## config.mk

```make
export PLATFORM = sky130hd
export DESIGN_NAME = seq_div_16_8_flat
export DESIGN_NICKNAME = d
export VERILOG_FILES = /design/src/rtl/seq_div_16_8_pkg.sv /design/src/rtl/seq_div_16_8_if.sv /design/src/rtl/seq_div_16_8_sub_cell_chain.sv /design/src/rtl/seq_div_16_8.sv /design/src/flat_wrapper.sv
export SDC_FILE = /design/constraint.sdc
export NUM_CORES = 1
export LEC_CHECK = 0
export ABC_AREA = 1
export BUFFER_PORTS_ARGS = -buffer_cell sky130_fd_sc_hd__clkbuf_2
export CELL_PAD_IN_SITES_DETAIL_PLACEMENT = 0
export CELL_PAD_IN_SITES_GLOBAL_PLACEMENT = 1
export CORE_MARGIN = 8
export CORE_UTILIZATION = 45
export CTS_BUF_LIST = sky130_fd_sc_hd__clkbuf_2
export CTS_CLUSTER_SIZE = 12
export DETAILED_ROUTE_END_ITERATION = 12
export PLACE_DENSITY = 0.85
export SYNTH_ARGS = -nofsm -noshare
export SYNTH_HDL_FRONTEND = slang
export SYNTH_HIERARCHICAL = 1
export SYNTH_SLANG_ARGS = --single-unit
```

## constraint.sdc

```tcl
create_clock -name clk -period 5.35 [get_ports clk]
set_input_delay 1.07 -clock clk [delete_from_list [all_inputs] [get_ports clk]]
set_output_delay 1.07 -clock clk [all_outputs]
set_load 0.02 [all_outputs]
```

## src/rtl/seq_div_16_8_pkg.sv

```systemverilog
// seq_div_16_8 shared types: FSM states, default width and cell
// truth tables used by the divider datapath and its bench model.
package seq_div_pkg;

  typedef enum logic [1:0] {
    IDLE,
    CHECK,
    CALC,
    DONE
  } state_t;

  localparam int N_DEF = 8;

  // Approximate adder cell: {cout, sum}
  function automatic logic [1:0] approx_cell(
    input logic x,
    input logic y,
    input logic z
  );
    return {x & y & z, x | y | z};
  endfunction

  // Exact full adder cell: {cout, sum}
  function automatic logic [1:0] exact_cell(
    input logic x,
    input logic y,
    input logic z
  );
    return {(x & y) | (x & z) | (y & z), x ^ y ^ z};
  endfunction

endpackage

```

## src/rtl/seq_div_16_8_if.sv

```systemverilog
// seq_div_16_8 operand/result handshake bundle.
// master drives operands and out_ready; slave is the divider.
interface seq_div_16_8_if #(
  parameter int N = 8
);
  logic           in_valid;
  logic           in_ready;
  logic [2*N-1:0] dividend;
  logic [N-1:0]   divisor;
  logic           out_valid;
  logic           out_ready;
  logic [N-1:0]   quotient;
  logic [N-1:0]   remainder;
  logic           dz;
  logic           ovf;

  modport master (
    output in_valid, dividend, divisor, out_ready,
    input  in_ready, out_valid, quotient, remainder, dz, ovf
  );

  modport slave (
    input  in_valid, dividend, divisor, out_ready,
    output in_ready, out_valid, quotient, remainder, dz, ovf
  );
endinterface

```

## src/rtl/seq_div_16_8_sub_cell_chain.sv

```systemverilog
// Ripple subtractor A - B = A + ~B + 1 built from adder cells.
// With APPROX_SUB_EN the low APPROX_BITS cells are approximate.
module sub_cell_chain
  import seq_div_pkg::*;
#(
  parameter int W           = 9,
  parameter int APPROX_BITS = 0
) (
  input  logic [W-1:0] i_a,
  input  logic [W-1:0] i_b,
  output logic [W-2:0] o_d,
  output logic         o_borrow
);

`ifdef APPROX_SUB_EN
  localparam bit APPROX_ON = 1'b1;
`else
  localparam bit APPROX_ON = 1'b0;
`endif

  // Low cells feed the difference; the top cell only yields borrow,
  // its sum is never needed since the kept remainder fits W-1 bits.
  always_comb begin
    logic       c;
    logic [1:0] r;
    c   = 1'b1;
    r   = 2'b00;
    o_d = '0;
    for (int i = 0; i < W - 1; i++) begin
      if (APPROX_ON && i < APPROX_BITS)
        r = approx_cell(i_a[i], ~i_b[i], c);
      else
        r = exact_cell(i_a[i], ~i_b[i], c);
      o_d[i] = r[0];
      c      = r[1];
    end
    r        = exact_cell(i_a[W-1], ~i_b[W-1], c);
    o_borrow = ~r[1];
  end

endmodule

```

## src/rtl/seq_div_16_8.sv

```systemverilog
// Sequential restoring divider, 2N-bit dividend by N-bit divisor.
// Optional APPROX_SUB_EN selects an approximate CALC subtractor.
module seq_div_16_8
  import seq_div_pkg::*;
#(
  parameter int N           = N_DEF,
  parameter int APPROX_BITS = 0
) (
  input logic          clk,
  input logic          rst,
  seq_div_16_8_if.slave bus
);

  localparam int CW = $clog2(N + 1);

  state_t         r_state;
  state_t         w_next;
  logic [2*N-1:0] r_dd;
  logic [N-1:0]   r_dv;
  logic [N-1:0]   r_p;
  logic [N-1:0]   r_q;
  logic [CW-1:0]  r_cnt;
  logic [N-1:0]   r_quot;
  logic [N-1:0]   r_rem;
  logic           r_dz;
  logic           r_ovf;

  logic           w_xfer;
  logic           w_div0;
  logic           w_big;
  logic           w_last;
  logic [N:0]     w_shift;
  logic [N-1:0]   w_d;
  logic           w_borrow;
  logic [N-1:0]   w_p_nxt;
  logic [N-1:0]   w_q_nxt;

  assign w_xfer  = bus.in_valid && (r_state == IDLE);
  assign w_div0  = (r_dv == '0);
  assign w_big   = (r_dd[2*N-1:N] >= r_dv);
  assign w_last  = (r_cnt == CW'(1));
  assign w_shift = {r_p, r_q[N-1]};

  sub_cell_chain #(
    .W          (N + 1),
    .APPROX_BITS(APPROX_BITS)
  ) u_sub (
    .i_a     (w_shift),
    .i_b     ({1'b0, r_dv}),
    .o_d     (w_d),
    .o_borrow(w_borrow)
  );

  assign w_p_nxt = w_borrow ? w_shift[N-1:0] : w_d;
  assign w_q_nxt = {r_q[N-2:0], ~w_borrow};

  // State register
  always_ff @(posedge clk or posedge rst) begin
    if (rst) r_state <= IDLE;
    else     r_state <= w_next;
  end

  // Next-state decode
  always_comb begin
    w_next = r_state;
    unique case (r_state)
      IDLE:  if (w_xfer) w_next = CHECK;
      CHECK: w_next = (w_div0 || w_big) ? DONE : CALC;
      CALC:  if (w_last) w_next = DONE;
      DONE:  if (bus.out_ready) w_next = IDLE;
      default: w_next = IDLE;
    endcase
  end

  // Operand capture, iteration datapath and result registers
  always_ff @(posedge clk or posedge rst) begin
    if (rst) begin
      r_dd   <= '0;
      r_dv   <= '0;
      r_p    <= '0;
      r_q    <= '0;
      r_cnt  <= '0;
      r_quot <= '0;
      r_rem  <= '0;
      r_dz   <= 1'b0;
      r_ovf  <= 1'b0;
    end else begin
      case (r_state)
        IDLE: begin
          if (w_xfer) begin
            r_dd <= bus.dividend;
            r_dv <= bus.divisor;
          end
        end
        CHECK: begin
          if (w_div0) begin
            r_quot <= '1;
            r_rem  <= r_dd[N-1:0];
            r_dz   <= 1'b1;
            r_ovf  <= 1'b0;
          end else if (w_big) begin
            r_quot <= '1;
            r_rem  <= '1;
            r_dz   <= 1'b0;
            r_ovf  <= 1'b1;
          end else begin
            r_p   <= r_dd[2*N-1:N];
            r_q   <= r_dd[N-1:0];
            r_cnt <= CW'(N);
            r_dz  <= 1'b0;
            r_ovf <= 1'b0;
          end
        end
        CALC: begin
          r_p   <= w_p_nxt;
          r_q   <= w_q_nxt;
          r_cnt <= r_cnt - CW'(1);
          if (w_last) begin
            r_quot <= w_q_nxt;
            r_rem  <= w_p_nxt;
          end
        end
        default: ;
      endcase
    end
  end

  assign bus.in_ready  = (r_state == IDLE);
  assign bus.out_valid = (r_state == DONE);
  assign bus.quotient  = r_quot;
  assign bus.remainder = r_rem;
  assign bus.dz        = r_dz;
  assign bus.ovf       = r_ovf;

endmodule

```

## src/flat_wrapper.sv

```systemverilog
// flat-port wrapper written by rule: the top's interface ports become plain ports
module seq_div_16_8_flat import seq_div_pkg::*;
#(
  parameter int N           = N_DEF,
  parameter int APPROX_BITS = 0
)
  (clk, rst, bus_in_valid, bus_dividend, bus_divisor, bus_out_ready, bus_in_ready, bus_out_valid, bus_quotient, bus_remainder, bus_dz, bus_ovf);
  seq_div_16_8_if #(.N(N)) bus_i ();
  input logic clk;
  input logic rst;
  input wire logic [$bits(bus_i.in_valid)-1:0] bus_in_valid;
  input wire logic [$bits(bus_i.dividend)-1:0] bus_dividend;
  input wire logic [$bits(bus_i.divisor)-1:0] bus_divisor;
  input wire logic [$bits(bus_i.out_ready)-1:0] bus_out_ready;
  output wire logic [$bits(bus_i.in_ready)-1:0] bus_in_ready;
  output wire logic [$bits(bus_i.out_valid)-1:0] bus_out_valid;
  output wire logic [$bits(bus_i.quotient)-1:0] bus_quotient;
  output wire logic [$bits(bus_i.remainder)-1:0] bus_remainder;
  output wire logic [$bits(bus_i.dz)-1:0] bus_dz;
  output wire logic [$bits(bus_i.ovf)-1:0] bus_ovf;
  assign bus_i.in_valid = bus_in_valid;
  assign bus_i.dividend = bus_dividend;
  assign bus_i.divisor = bus_divisor;
  assign bus_i.out_ready = bus_out_ready;
  assign bus_in_ready = bus_i.in_ready;
  assign bus_out_valid = bus_i.out_valid;
  assign bus_quotient = bus_i.quotient;
  assign bus_remainder = bus_i.remainder;
  assign bus_dz = bus_i.dz;
  assign bus_ovf = bus_i.ovf;
  seq_div_16_8 #(.N(N), .APPROX_BITS(APPROX_BITS)) u_core (.clk(clk), .rst(rst), .bus(bus_i));
endmodule
```

==> flow_summary.json, run 1 <==
{
  "hold_buffers": 0,
  "cts_resized": 0,
  "path_cells": "ha_1, fa_1, fa_1, fa_1, fa_1, fa_1, fa_1, fa_1, nor2_1, a21oi_1, inv_1, o21ai_0, nand2_1, nand3_1, nand2_1",
  "postPlaceCellArea_sq_um": 3830,
  "clock-sinks": 64,
  "switchingPower_mw": 1.37,
  "gpl.final_weighted_congestion": 0.818,
  "fmax_mhz": 227,
  "viasPerCell": 4.86,
  "worstMarginPinSlew_ns": 0.855,
  "pre_cts_ws_ns": 0.970,
  "worstHoldPathType": "reg2reg",
  "max_stage_delay_ns": 0.47,
  "fp.coreArea_sq_um": 7690,
  "ioPinCount": 48,
  "grt_overflow": 0,
  "slew_headroom_pct": 42.8,
  "status": "finished, final reports clean",
  "hp-start": "u_core/r_q[5]$_DFFE_PP0P_",
  "cp_slowest_cell": "dfrtp_1",
  "critPathLaunch": "u_core/r_dv[0]$_DFFE_PP0P_",
  "yosysTopAreaCell": "dfrtp_1",
  "fp.dieH_um": 105,
  "syn_inst": 419,
  "multi_input_area_sq_um": 1700,
  "finalSetupViolCount": 0,
  "drtAntennaViolNets": 0,
  "htree_levels": 3,
  "route.detailed.drc": 0,
  "grt_pass1_wl_um": 14300,
  "post-route-period-util_pct": 82.3,
  "reg2reg_from": "u_core/r_dv[0]$_DFFE_PP0P_",
  "critPathKind": "reg2reg",
  "clk_pin_slew_ns": 0.19,
  "grt_pass1_vias": 2939,
  "ys_ff_latch": 64,
  "path_max_fanout": 10,
  "synth_cell_types": 31,
  "slew_violations": 0,
  "hold_violations": 0,
  "setup_ws_ns": 0.946,
  "critPathRequiredTime_ns": 5.79,
  "grt_setup_unrepaired": "no",
  "synth_top_area_share_pct": 45.0,
  "grt_max_degree": 65,
  "drive_gt1_share_pct": 20.3,
  "setup_tns_ns": 0,
  "syn-cell-area_sq_um": 3560,
  "nFillCells": 783,
  "endpoint_kind": "register",
  "die_area_sq_um": 11000,
  "peakVddDrop_mv": 0.334,
  "clockBufferDepth": 2,
  "max_cap_viol_count": 0,
  "p_clk_share_pct": 10.6,
  "final_cell_mix": "nand2_1 (119), dfrtp_1 (64), clkbuf_2 (56)",
  "final_area_sq_um": 3950,
  "antenna_found_initial": 0,
  "row_count": 32,
  "clock_latency_ns": 0.50,
  "root_buffer": "clkbuf_2",
  "grt_usage_pct": 15.9,
  "cts_made_buffers": 9,
  "port_buffers": 47,
  "first_pass_iters": 4,
  "diodes": 0,
  "hpwl_um": 5890,
  "cts_setup_buffers": 0,
  "wl_per_cell_um": 14.2,
  "sw_frac_of_total_pct": 48.8,
  "nets": 513,
  "final_common_cell": "nand2_1",
  "cp_num_buf_inv": 1,
  "path_delay_family": "adder cells",
  "path_common_cell": "fa_1",
  "final-seq-area_sq_um": 1600,
  "leakagePower_nw": 2.12,
  "die_x_um": 105,
  "intPower_mw": 1.43,
  "hold_ws_ns": 0.498,
  "finClkSkew_ns": 0.0272,
  "syn_avg_cell_area_sq_um": 8.50,
  "ys_seq_area_share_pct": 45.0,
  "start_util_pct": 46.3,
  "cellPowerDensity_nw_per_um2": 709,
  "drtIter0Drc": 87,
  "cts_tree": "done",
  "period_needed_ns": 4.40,
  "combinationalPowerShare_pct": 56.1,
  "cp.arrival_ns": 4.84,
  "dr_total_vias": 2770,
  "ys_top_cells_by_area": "dfrtp_1 (45%), nand2_1 (13%), nor2_1 (5.6%)",
  "routed_wl_um": 8110,
  "syn_to_final_growth_pct": 10.9,
  "p_total_mw": 2.80,
  "yosys_warnings": 6,
  "p_seq_share_pct": 33.3,
  "startpoint_type": "register"
}
[state kept, by name, summed over array words and instances (netlist names)]
name and flops:
u_core/bus.remainder 8, u_core/r_dv 8, u_core/bus.dz 1, u_core/bus.quotient 8
u_core/r_q 8, u_core/r_cnt 4, u_core/r_p 8, u_core/r_dd 16
u_core/bus.ovf 1, u_core/r_state 2
[path summary, 6_finish.rpt]
kind / endpoint / slack (ns) / cells after the start
max: u_core/bus.remainder[5]$_DFFE_PP0P_ / 0.95 / 15
min reg2reg: u_core/r_q[5]$_DFFE_PP0P_ / 0.50 / 2
max reg2reg: u_core/bus.remainder[5]$_DFFE_PP0P_ / 0.95 / 15
min: u_core/r_q[5]$_DFFE_PP0P_ / 0.50 / 2
max in group asynchronous: u_core/r_dv[0]$_DFFE_PP0P_ / 4.06 / 3
min in group asynchronous: u_core/r_q[3]$_DFFE_PP0P_ / 0.76 / 3
[Yosys cell counts]
master,count
buf_4,5
a22o_1,1
mux2_2,16
buf_1,1
xnor2_1,1
or2_2,1
inv_1,38
buf_2,7
nand2_2,1
a21oi_1,12
buf_6,3
fa_1,7
o21a_1,1
nand4_1,1
conb_1,1
nand4_4,2
nand2_4,1
o21ai_0,20
dfrtp_1,64
a21boi_4,1
nand3_1,31
and2_4,1
a21o_1,1
nor2_4,1
nand3b_1,7
nor2_1,53
nor2_2,4
nand2_1,119
inv_2,1
clkbuf_1,2
ha_1,15
[metrics by stage]
stage	std cells	util, %
2_1_floorplan	420	-
3_3_place_gp	554	49.8
3_5_place_dp	554	49.8
4_1_cts	570	51.4
5_1_grt	570	51.4
6_report	570	51.4
[worst reg2reg max path: stages (launching register included)]
cell	delay [ns]
dfrtp_1	0.47
ha_1	0.21
fa_1	0.37
fa_1	0.39
fa_1	0.39
fa_1	0.39
fa_1	0.39
fa_1	0.40
fa_1	0.40
nor2_1	0.12
a21oi_1	0.14
inv_1	0.23
o21ai_0	0.19
nand2_1	0.12
nand3_1	0.07
nand2_1	0.08
[power by group through the flow]
stage / sequential, mW / combinational, mW / clock (mW)
after global routing: 0.969 / 1.85 / 0.327
after CTS: 0.938 / 1.59 / 0.306
final: 0.933 / 1.57 / 0.297
after global placement: 0.935 / 1.56 / 0
after floorplan: 0.972 / 1.22 / 0
after detailed placement: 0.949 / 1.59 / 0
[cells by family (layout without fill, tap and decap cells)]
kind of cell             Yosys count  count (layout)  synth area share (%)
AO/OA/AOI/OAI                     36              36                  5.69
XOR/XNOR                           1               1                 0.246
adder cells (fa/ha/maj)           22              22                  9.21
buffers and inverters             57             105                  7.42
flip-flops                        64              64                  45.0
multiplexers                      16              16                  5.06
other                              1               2                 0.105
AND/OR/NAND/NOR                  222             222                  27.3
[final cells by class]
class	count	area share [%]
clock inverters	7	1.81
flip-flops and latches	64	40.6
multi-input cells	299	43.0
well taps	102	3.23
repair buffers	50	6.53
inverters	39	3.71
clock buffers	9	1.14
[layer usage]
layer  up-vias  part of all wire, %  track usage (%)
met3        11                  6.1             3.32
li1       1404                    -                -
met5         -                    0                0
met4         0                  1.6             6.52
met1      1278                   48             22.2
met2        77                   44             23.5
Note: power is estimated with default switching activity, not from simulation.
==> inputs of run 2 (changes only) <==
Clock period 5.35 ns to 4.5 ns, I/O delays scaled along.
==> flow_summary.json, run 2 (synthesis results as in run 1) <==
{
  "top_register": "u_core/r_dd",
  "final_area_sq_um": 3990,
  "final_common_cell": "nand2_1",
  "post-route-period-util_pct": 95.9,
  "largest_register_ffs": 16,
  "worstHoldPathType": "in2async",
  "wl_per_cell_um": 14.2,
  "hold_buffers": 0,
  "clock-sinks": 64,
  "diodes": 0,
  "p_clk_share_pct": 11.8,
  "cts_tree": "done",
  "grt_pass1_vias": 2938,
  "status": "finished, final reports clean",
  "cp_slowest_cell": "dfrtp_1",
  "critPathLaunch": "u_core/r_q[7]$_DFFE_PP0P_",
  "viasPerCell": 4.98,
  "hold_ws_ns": 0.403,
  "hold_violations": 0,
  "cp.arrival_ns": 4.71,
  "slew_headroom_pct": 47.1,
  "fmax_mhz": 232,
  "first_pass_iters": 4,
  "max_cap_viol_count": 0,
  "critPathRequiredTime_ns": 4.89,
  "drtIter0Drc": 132,
  "cts_made_buffers": 9,
  "worstMarginPinSlew_ns": 0.792,
  "clockBufferDepth": 2,
  "port_buffers": 47,
  "routed_wl_um": 8160,
  "slew_violations": 0,
  "start_util_pct": 46.3,
  "peakVddDrop_mv": 0.401,
  "startpoint_type": "register",
  "ioPinCount": 48,
  "endpoint_kind": "register",
  "final_core_util_pct": 51.9,
  "syn_to_final_growth_pct": 12.1,
  "leakagePower_nw": 2.14,
  "postPlaceCellArea_sq_um": 3850,
  "cellPowerDensity_nw_per_um2": 854,
  "max_stage_delay_ns": 0.40,
  "sw_frac_of_total_pct": 47.9,
  "p_seq_share_pct": 32.4,
  "drtAntennaViolNets": 0,
  "fp.dieH_um": 105,
  "period_needed_ns": 4.32,
  "die_area_sq_um": 11000,
  "setup_tns_ns": 0,
  "p_total_mw": 3.41,
  "combinationalPowerShare_pct": 55.9,
  "nets": 516,
  "hpwl_um": 5950,
  "antenna_found_initial": 0,
  "finClkSkew_ns": 0.0419,
  "intPower_mw": 1.78,
  "reg2reg_from": "u_core/r_q[7]$_DFFE_PP0P_",
  "htree_levels": 3,
  "final_cell_mix": "nand2_1 (119), dfrtp_1 (64), clkbuf_2 (57)",
  "grt_usage_pct": 15.7,
  "row_count": 32,
  "critPathKind": "reg2reg",
  "grt_pass1_wl_um": 14300,
  "clk_pin_slew_ns": 0.22,
  "path_max_fanout": 10,
  "clock_latency_ns": 0.51,
  "path_common_cell": "fa_1",
  "dr_total_vias": 2852,
  "finalSetupViolCount": 0,
  "gpl.final_weighted_congestion": 0.812,
  "fp.coreArea_sq_um": 7690,
  "die_x_um": 105,
  "grt_max_degree": 37,
  "grt_setup_unrepaired": "yes",
  "drive_gt1_share_pct": 21.2,
  "path_cells": "inv_1, ha_1, fa_1, fa_1, fa_1, fa_1, fa_1, fa_1, fa_1, nor2_1, a21oi_2, nor2_1, nor2_1, o21ai_0, nand2_1, nand3_1, nand2_1",
  "r2r_slack_ns": 0.18,
  "switchingPower_mw": 1.63,
  "root_buffer": "clkbuf_2",
  "route.detailed.drc": 0,
  "grt_overflow": 0
}
-- run 2: cell types whose count changed in the layout (fill, tap and decap cells not counted) --
cell       previous run  this run
a21oi_1              12        11
a21oi_2               0         1
buf_4                 3         6
bufinv_16             1         2
clkbuf_2             56        57
clkinv_4              1         0
inv_1                37        36
inv_2                 2         3
inv_6                 1         0
o21ai_0              20        19
o21ai_1               0         1
-- run 2: final timing paths --
path                                                        to  cells past startpoint
max in group asynchronous            u_core/r_p[0]$_DFFE_PP0P_                      3
min                         u_core/bus.quotient[7]$_DFFE_PP0P_                      2
max                        u_core/bus.remainder[5]$_DFFE_PP0P_                     17
min in group clk           u_core/bus.remainder[7]$_DFFE_PP0P_                      2
max reg2reg                u_core/bus.remainder[5]$_DFFE_PP0P_                     17
min reg2reg                u_core/bus.remainder[7]$_DFFE_PP0P_                      2
-- run 2: power groups by stage --
stage,Sequential (mW),Combinational [mW],Clock (mW)
after global placement,1.11,1.86,0
final,1.10,1.90,0.401
after CTS,1.11,1.91,0.410
after floorplan,1.16,1.45,0
after detailed placement,1.12,1.90,0
after global routing,1.14,2.22,0.438
-- run 2: metrics by stage --
stage / instances / setup slack, ns
floorplan: 420 / 0.430
global placement: 556 / 0.205
detailed placement: 556 / 0.158
CTS: 572 / 0.106
global route: 573 / -0.0121
finish: 573 / 0.183
-- run 2: worst max-delay path, delay by kind of cell, from the launching register on --
kind | cells | cell delay, ns
fa+ha+maj | 8 | 2.91
simple gates | 6 | 0.55
flops | 1 | 0.40
compound gates | 2 | 0.31
buf+inv | 1 | 0.05
-- run 2: metal layers --
metal,global-route usage [%],wire [um],vias to the layer above
met5,0,0,-
met4,4.69,88,0
met3,4.67,468,9
met2,23.1,3610,64
met1,21.7,4000,1365
li1,-,-,1414
-- run 2: cell type report --
| class | count | area (sq um) |
|---|---|---|
| clock buffers | 10 | 50.0 |
| clock inverters | 6 | 83.8 |
| fillers | 801 | 3700 |
| inverters | 39 | 146 |
| multi-input cells | 299 | 1700 |
| flip-flops and latches | 64 | 1600 |
| well taps | 102 | 128 |
| repair buffers | 53 | 280 |
-- run 2: repair_timing --
item / CTS / global route
setup endpoints to repair: 0 / 12
resized for setup: 0 / 3
setup buffers: 0 / 1
==> inputs of run 3 (changes only) <==
Settings changed: REMOVE_ABC_BUFFERS from default to 1.
==> flow_summary.json, run 3 (synthesis results as in run 1) <==
{
  "finalSetupViolCount": 0,
  "max_stage_delay_ns": 0.43,
  "drtIter0Drc": 140,
  "top_register": "u_core/r_dd",
  "peakVddDrop_mv": 0.384,
  "r2r_slack_ns": 0.16,
  "pre_cts_ws_ns": 0.109,
  "worstMarginPinSlew_ns": 0.760,
  "leakagePower_nw": 2.14,
  "cp.arrival_ns": 4.75,
  "slew_violations": 0,
  "critPathRequiredTime_ns": 4.91,
  "path_max_fanout": 10,
  "ioPinCount": 48,
  "grt_pass1_wl_um": 14300,
  "path_common_cell": "fa_1",
  "cellPowerDensity_nw_per_um2": 846,
  "grt_pass1_vias": 2925,
  "clockBufferDepth": 2,
  "dr_total_vias": 2813,
  "drive_gt1_share_pct": 22.1,
  "wl_per_cell_um": 14.2,
  "clock-sinks": 64,
  "clock_latency_ns": 0.50,
  "hold_buffers": 0,
  "row_count": 32,
  "root_buffer": "clkbuf_2",
  "stdcell_count": 573,
  "fmax_mhz": 230,
  "final_cell_mix": "nand2_1 (119), dfrtp_1 (64), clkbuf_2 (56)",
  "post-route-period-util_pct": 96.5,
  "syn_to_final_growth_pct": 11.9,
  "fp.dieH_um": 105,
  "grt_max_degree": 37,
  "cp_slowest_cell": "dfrtp_1",
  "gpl.final_weighted_congestion": 0.833,
  "slew_headroom_pct": 49.2,
  "largest_register_ffs": 16,
  "die_x_um": 105,
  "cts_made_buffers": 9,
  "setup_ws_ns": 0.158,
  "route.detailed.drc": 0,
  "clk_pin_slew_ns": 0.19,
  "setup_tns_ns": 0,
  "grt_setup_unrepaired": "no",
  "nets": 517,
  "worstHoldPathType": "in2async",
  "path_cells": "inv_1, ha_1, fa_1, fa_1, fa_1, fa_1, fa_1, fa_1, fa_1, nor2_1, a21oi_2, nor2_1, nor2_1, o21ai_0, nand2_1, nand3_1, nand2_1",
  "hold_violations": 0,
  "final_common_cell": "nand2_1",
  "finClkSkew_ns": 0.0264,
  "grt_overflow": 0,
  "status": "finished, final reports clean",
  "fp.coreArea_sq_um": 7690,
  "start_util_pct": 46.3,
  "antenna_found_initial": 0,
  "viasPerCell": 4.91,
  "startpoint_type": "register",
  "routed_wl_um": 8150,
  "critPathKind": "reg2reg",
  "hpwl_um": 5840,
  "diodes": 0,
  "dp_cells": 556,
  "endpoint_kind": "register",
  "htree_levels": 3,
  "grt_usage_pct": 16.0,
  "port_buffers": 47,
  "max_cap_viol_count": 0,
  "cts_tree": "done",
  "hold_ws_ns": 0.485,
  "period_needed_ns": 4.34,
  "first_pass_iters": 4,
  "die_area_sq_um": 11000,
  "drtAntennaViolNets": 0
}
-- run 3: timing repair --
item / CTS / global route
buffers inserted: 0 / 2
resized for setup: 0 / 9
endpoints found under the setup margin: 0 / 16
-- run 3: power by group --
part | switching, mW | internal (mW)
Clock | 0.216 | 0.123
Combinational | 1.20 | 0.725
Sequential | 0.232 | 0.876
Total | 1.65 | 1.72
-- run 3: final timing paths --
| path | start | end | cells past startpoint |
|---|---|---|---|
| worst max-delay path | u_core/r_q[7]$_DFFE_PP0P_ | u_core/bus.remainder[1]$_DFFE_PP0P_ | 17 |
| worst min-delay path | rst | u_core/r_dd[5]$_DFFE_PP0P_ | 2 |
| worst max register to register | u_core/r_q[7]$_DFFE_PP0P_ | u_core/bus.remainder[1]$_DFFE_PP0P_ | 17 |
| worst min register to register | u_core/bus.quotient[3]$_DFFE_PP0P_ | u_core/bus.quotient[3]$_DFFE_PP0P_ | 2 |
| max in group asynchronous | rst | u_core/r_q[6]$_DFFE_PP0P_ | 3 |
| min in group clk | u_core/bus.quotient[3]$_DFFE_PP0P_ | u_core/bus.quotient[3]$_DFFE_PP0P_ | 2 |
-- run 3: worst max-delay path: cells and delay by family, from the launching register on --
kind | cells | cell delay, ns
AO/OA/AOI/OAI | 2 | 0.26
AND/OR/NAND/NOR | 6 | 0.58
flip-flops | 1 | 0.43
buffers and inverters | 1 | 0.05
adder cells (fa/ha/maj) | 8 | 2.94
-- run 3: layout make-up --
class / instances / area, sq um
Fill cell: 789 / 3700
Multi-Input combinational cell: 299 / 1710
Sequential cell: 64 / 1600
Timing Repair Buffer: 54 / 288
Inverter: 39 / 146
Tap cell: 102 / 128
Clock inverter: 6 / 61.3
Clock buffer: 9 / 45.0
-- run 3: layer usage --
layer | GRT usage, % | routed length, um | up-vias
met1 | 20.2 | 3790 | 1319
met5 | 0 | 0 | -
met4 | 6.52 | 109 | 0
li1 | - | - | 1417
met3 | 3.69 | 422 | 9
met2 | 25.7 | 3830 | 68
-- run 3: metrics by stage --
| step | power, mW | utilization, % | cell area, sq um |
|---|---|---|---|
| 2_1_floorplan | 2.49 | - | 3450 |
| 3_3_place_gp | 2.98 | 50.0 | 3850 |
| 3_5_place_dp | 3.04 | 50.0 | 3850 |
| 4_1_cts | 3.38 | 51.4 | 3950 |
| 5_1_grt | 3.75 | 51.8 | 3980 |
| 6_report | 3.37 | 51.8 | 3980 |
